$ cat src/rtl/ram_arbiter_2p.sv
// Two-requester round-robin arbiter in front of a single-port RAM with a two-cycle read latency.
// Drives the RAM ports and routes each returned read word back to the requester that issued it.
module ram_arbiter_2p #(
   parameter int DATA_WIDTH = 32,
   parameter int ADDR_WIDTH = 7
) (
   input  logic                  clk,
   input  logic                  rst_n,
   input  logic                  req0,
   input  logic                  we0,
   input  logic [ADDR_WIDTH-1:0] addr0,
   input  logic [DATA_WIDTH-1:0] wdata0,
   output logic                  gnt0,
   output logic                  rvalid0,
   input  logic                  req1,
   input  logic                  we1,
   input  logic [ADDR_WIDTH-1:0] addr1,
   input  logic [DATA_WIDTH-1:0] wdata1,
   output logic                  gnt1,
   output logic                  rvalid1,
   output logic [DATA_WIDTH-1:0] rdata,
   output logic                  ram_we,
   output logic [ADDR_WIDTH-1:0] ram_addr,
   output logic [DATA_WIDTH-1:0] ram_d,
   input  logic [DATA_WIDTH-1:0] ram_q
);

   logic                  prio;
   logic                  s1_valid, s1_id;
   logic                  s2_valid, s2_id;
   logic [ADDR_WIDTH-1:0] addr_q;
   logic [DATA_WIDTH-1:0] d_q;

   logic                  accept;
   logic                  win_id;
   logic                  win_we;
   logic [ADDR_WIDTH-1:0] win_addr;
   logic [DATA_WIDTH-1:0] win_wdata;

   // prio selects the winner only when both requesters contend
   always_comb begin
      gnt0 = 1'b0;
      gnt1 = 1'b0;
      if (rst_n) begin
         if (req0 && (!req1 || !prio)) gnt0 = 1'b1;
         else if (req1)                gnt1 = 1'b1;
      end
   end

   always_comb begin
      accept    = gnt0 | gnt1;
      win_id    = gnt1;
      win_we    = gnt1 ? we1    : we0;
      win_addr  = gnt1 ? addr1  : addr0;
      win_wdata = gnt1 ? wdata1 : wdata0;
   end

   // Address and data hold their last granted values while idle
   always_comb begin
      ram_we   = accept & win_we;
      ram_addr = accept ? win_addr  : addr_q;
      ram_d    = accept ? win_wdata : d_q;
   end

   always_ff @(posedge clk) begin
      if (!rst_n) begin
         prio     <= 1'b0;
         addr_q   <= '0;
         d_q      <= '0;
         s1_valid <= 1'b0;
         s1_id    <= 1'b0;
         s2_valid <= 1'b0;
         s2_id    <= 1'b0;
      end else begin
         if (accept) begin
            prio   <= gnt0;
            addr_q <= win_addr;
            d_q    <= win_wdata;
         end
         s1_valid <= accept & ~win_we;
         s1_id    <= win_id;
         s2_valid <= s1_valid;
         s2_id    <= s1_id;
      end
   end

   assign rvalid0 = s2_valid & ~s2_id;
   assign rvalid1 = s2_valid &  s2_id;
   assign rdata   = ram_q;

endmodule

$ cat config.mk
export PLATFORM = sky130hd
export DESIGN_NAME = ram_arbiter_2p
export DESIGN_NICKNAME = d
export VERILOG_FILES = /design/src/rtl/ram_arbiter_2p.sv
export SDC_FILE = /design/constraint.sdc
export NUM_CORES = 1
export LEC_CHECK = 0
export ABC_CLOCK_PERIOD_IN_PS = 1500
export CORE_ASPECT_RATIO = 0.5
export CORE_MARGIN = 2
export CORE_UTILIZATION = 34
export CTS_CLUSTER_DIAMETER = 60
export DETAILED_ROUTE_END_ITERATION = 10
export GPL_ROUTABILITY_DRIVEN = 0
export PLACE_DENSITY = 0.8
export REMOVE_ABC_BUFFERS = 1
export SKIP_CTS_REPAIR_TIMING = 1
export SYNTH_ARGS = -nofsm -noshare
export SYNTH_HDL_FRONTEND = slang
export SYNTH_SLANG_ARGS = --single-unit
$ cat constraint.sdc
create_clock -name clk -period 1.5 [get_ports clk]
set_input_delay 0.15 -clock clk [delete_from_list [all_inputs] [get_ports clk]]
set_output_delay 0.15 -clock clk [all_outputs]
set_load 0.005 [all_outputs]
### Yosys cells after proc, flatten, opt, wreduce, memory -nomap -nowiden

Index checks and enable logic that the tools add are counted.

* register bits: 44
* bits of input ports: 116
* word-level logic and storage cells: 28
* output and inout bits: 76

* bitwise logic cells: 7
* reductions and logical operators: 4
* mux-type cells: 10

Operator list (count)
* $mux 32: 2
* $mux 7: 2
* $mux 1: 6
* $and 1x1->1: 4
* $logic_not 1->1: 2
* $not 1->1: 2
* $logic_and 1x1->1: 1
* $logic_or 1x1->1: 1
* $or 1x1->1: 1

### Depth between registers and ports, before layout

Gate-level depths: netlist of run 1.

* depth after elaboration: 8
* depth in mapped cells: 7

### Least setup slack after synthesis of run 1

Ideal clock, no wire load.

* kind: flip-flop to output port
* start: register prio
* end: output port ram_addr[0]
* setup slack: 0.305 ns
* cell stages (with the launch flop): 5
* data arrival time: 1.045 ns
* data required time: 1.350 ns
* cell sequence: dfxtp_1 nand2b_1 clkbuf_1 a31oi_1 a21oi_1

* longest elaborated chain between the ends: 7
* elaborated cells on any way between the ends: 10

Ends and longest elaborated chain
* start, declared: RTL line 28 `logic prio;`
* start signal, assigned: RTL line 76 `prio <= gnt0;`
* $logic_not 1->1 (*): RTL line 45 `if (req0 && (!req1 || !prio)) gnt0 = 1'b1;`
* $logic_or 1x1->1 (*): RTL line 45
* $logic_and 1x1->1 (*): RTL line 45
* $mux 1: RTL line 45
* $mux 1: RTL line 44 `if (rst_n) begin`
* $mux 7 / $or 1x1->1 (equally long branches): RTL line 54, 51
* $mux 7 (*)
* end, declared: RTL line 23 `output logic [ADDR_WIDTH-1:0] ram_addr,`

Every way passes the cells marked *; elsewhere a longest branch is shown, timed or not.

### Worst setup path in the final report of run 1

* start: register prio
* end: output port ram_d[14]

* longest elaborated chain between the ends: 7
* elaborated cells on any way between the ends: 10

Ends and longest elaborated chain
* $logic_not 1->1 (*): RTL line 45
* $logic_or 1x1->1 (*): RTL line 45
* $logic_and 1x1->1 (*): RTL line 45
* $mux 1: RTL line 45
* $mux 1: RTL line 44
* $mux 32 / $or 1x1->1 (equally long branches): RTL line 55, 51
* $mux 32 (*)
* end, declared: RTL line 24 `output logic [DATA_WIDTH-1:0] ram_d,`

Marks and branches as above.

==> reports/metrics.yaml, run 1 <==
antennaDiodeCount: 0
antenna_found_initial: 0
initial_core_util: 0.352
die_y_um: 65.5
ys_seq_area_frac: 0.342
drt_iter0_drc: 418
overflow: 0
final_hold_viol_count: 0
numCtsBuffers: 5
crit_fanout: 5
path_buf_inv: 4
grt_pass1_vias: 3145
p_sw_frac: 0.304
synthTopCellsByArea: "dfxtp_1 (34%), a21oi_1 (16%), o21ai_0 (13%)"
grt_use_met2: 0.399
pwr-share-seq: 0.347
synth.avg_cell_area_um2: 7.05
seq_area_um2: 882
r2r-end: "d_q[14]$_SDFF_PN0_"
grt_max_degree: 38
num_rows: 22
vdd_ir_drop_max_mv: 0.515
synth_top_area_share: 0.342
slew_headroom: 0.754
drv_cap: 0
drive_gt1_frac: 0.319
comb_power_share: 0.346
n_fill_cell: 568
holdWs_ns: 0.300
cp-end-kind: "output port"
min_from: "ram_q[21]"
first_pass_iters: 4
port_buffers: 127
hpwl_um: 8550
syn_to_final_growth_pct: 76.4
finalNetCount: 638
dp_slack_ns: -0.686
top_usage_layer: "met2"
max_freq_mhz: 563
setup_viol: 40
yosys.area.top_type: "dfxtp_1"
hold_path.class: "in -> out"
worst_pin_slew_ns: 0.368
grt_pass1_wl_um: 17200
ys_warn_count: 0
clk_latency_ns: 0.30
ant_nets: 0
place_area_um2: 4170
whs_path_depth: 0
syn_area_um2: 2570
path_cells: "and2b_4, buf_6, clkbuf_16, buf_4, o21ai_4, a21oi_2, buf_2"
finalCriticalPeriod_ns: 1.78
critPathLaunchType: "flop"
num_io_pins: 192
final_cell_area_um2: 4540
fin_worst_skew_ns: 0.00743
worstPathRequired_ns: 1.35
cts_root_buf: "clkbuf_16"
p_sw_w: 0.00115
cts_sinks: 44
syn_inst: 365
ff2ff_setup_slack_ns: 0.08
cts_max_path_buffers: 2
multi_input_area_um2: 1470
rsz0062_at_grt: "true"
worst_slack_ns: -0.276
clkPwrFrac: 0.307
min_to: "rdata[21]"
maxSlewViolCount: 0
worstPathArrival_ns: 1.63
fin_setup_tns_ns: -6.45
cts_tree: "built"
ys_types: 20
vias_per_cell: 5.82
violations: "negative setup slack"
powerDensity_nw_per_um2: 829
core_um2: 7320
use_met3: 0.184
grt.total_usage: 0.275
wl_um: 13200
max_stage_delay_ns: 0.32
leakagePower_nw: 1.95
grt_use_met1: 0.322
die_w_um: 127
r2r_start: "prio$_SDFFE_PN0P_"
remaining_drc_errors: 0
rr_worst_depth: 7
crit_slowest_cell: "dfxtp_2"
vias: 3602
synth_seq_cells: 44
cts.reportedPaths.clkPinSlew_ns: 0.07
worst-setup-path-type: "reg -> out"
path_delay_family: "buffers and inverters"
htreeDepth: 2
dieArea_um2: 8320
wl_per_cell_um: 21.3
status: "finished with violations"
internal_power_w: 0.00262
finalCritPeriodShare: 1.18
## sequential cells by signal, indices dropped and copies added, names as in the netlist
signal and flops:
s1_id 1, s2_valid 1, s1_valid 1, prio 1, d_q 32, addr_q 7, s2_id 1
## kinds of logic (layout without fill, tap and decap cells)
group	count (synthesis)	in the layout	synth area share
simple gates	52	52	0.0851
buf+inv	68	226	0.162
flops	44	44	0.342
compound gates	201	201	0.411
## cells in the final DEF, fill, tap and decap left out, types with 4 or more instances in the layout
| cell | n |
|---|---|
| a31oi_1 | 34 |
| a31oi_2 | 5 |
| o21ai_1 | 28 |
| buf_2 | 33 |
| dfxtp_1 | 43 |
| o21ai_2 | 8 |
| nor2_1 | 40 |
| dlymetal6s2s_1 | 8 |
| clkbuf_2 | 4 |
| o21ai_0 | 37 |
| a21oi_2 | 7 |
| a21oi_1 | 74 |
| buf_6 | 11 |
| buf_4 | 71 |
| o21ai_4 | 7 |
| clkbuf_16 | 7 |
| clkdlybuf4s50_1 | 82 |
## synth_stat cells
cell	count
buf_2	16
inv_1	1
and2_1	3
and3_1	1
o21ai_1	13
a21oi_1	81
clkbuf_2	2
nor2b_1	2
a31oi_1	39
o21a_1	1
buf_6	2
buf_4	33
nand2_1	2
dfxtp_1	44
nor2_1	41
nand2b_1	1
nand4_1	1
and2b_1	1
clkbuf_1	14
o21ai_0	67
## worst max-delay path by stage
stage,start,to,slack [ns],cells after the start
floorplan,req1,ram_addr[0],-0.47,3
global placement,req1,ram_addr[3],-0.65,6
detailed placement,req1,ram_d[27],-0.69,6
CTS,req1,ram_d[27],-0.71,6
global route,prio$_SDFFE_PN0P_,ram_d[14],-0.30,7
finish,prio$_SDFFE_PN0P_,ram_d[14],-0.28,7
## metal layers
layer  routed length (um)  vias up
met5                   88        -
met4                  380        2
met3                 1730       43
met2                 5960      223
met1                 5020     1732
li1                     -     1602
## power by group through the flow
stage | registers [W] | clock network, W | logic [W]
5_1_grt | 0.00131 | 0.00119 | 0.00139
3_5_place_dp | 0.00133 | 0 | 0.00119
3_3_place_gp | 0.00132 | 0 | 0.00117
2_1_floorplan | 0.00132 | 0 | 0.000383
4_1_cts | 0.00130 | 0.00114 | 0.00120
6_report | 0.00130 | 0.00116 | 0.00130
## stage by stage
step / total power, W / utilization / cells
final: 0.00376 / 0.620 / 619
after global routing: 0.00389 / 0.620 / 619
after CTS: 0.00364 / 0.589 / 605
after detailed placement: 0.00252 / 0.569 / 597
after global placement: 0.00249 / 0.569 / 597
after floorplan: 0.00170 / - / 298
## cell type report
cell class	count	area share
Timing Repair Buffer	217	0.422
Multi-Input combinational cell	253	0.323
Sequential cell	44	0.194
Clock buffer	6	0.0306
Tap cell	96	0.0265
Clock inverter	2	0.00220
Inverter	1	0.000827
Note: power is estimated with default switching activity, not from simulation.
==> inputs of run 2 (changes only) <==
CTS_CLUSTER_SIZE = 12   (was unset)
==> results of run 2 <==
Final layout, timing and power as in run 1 (identical DEF).
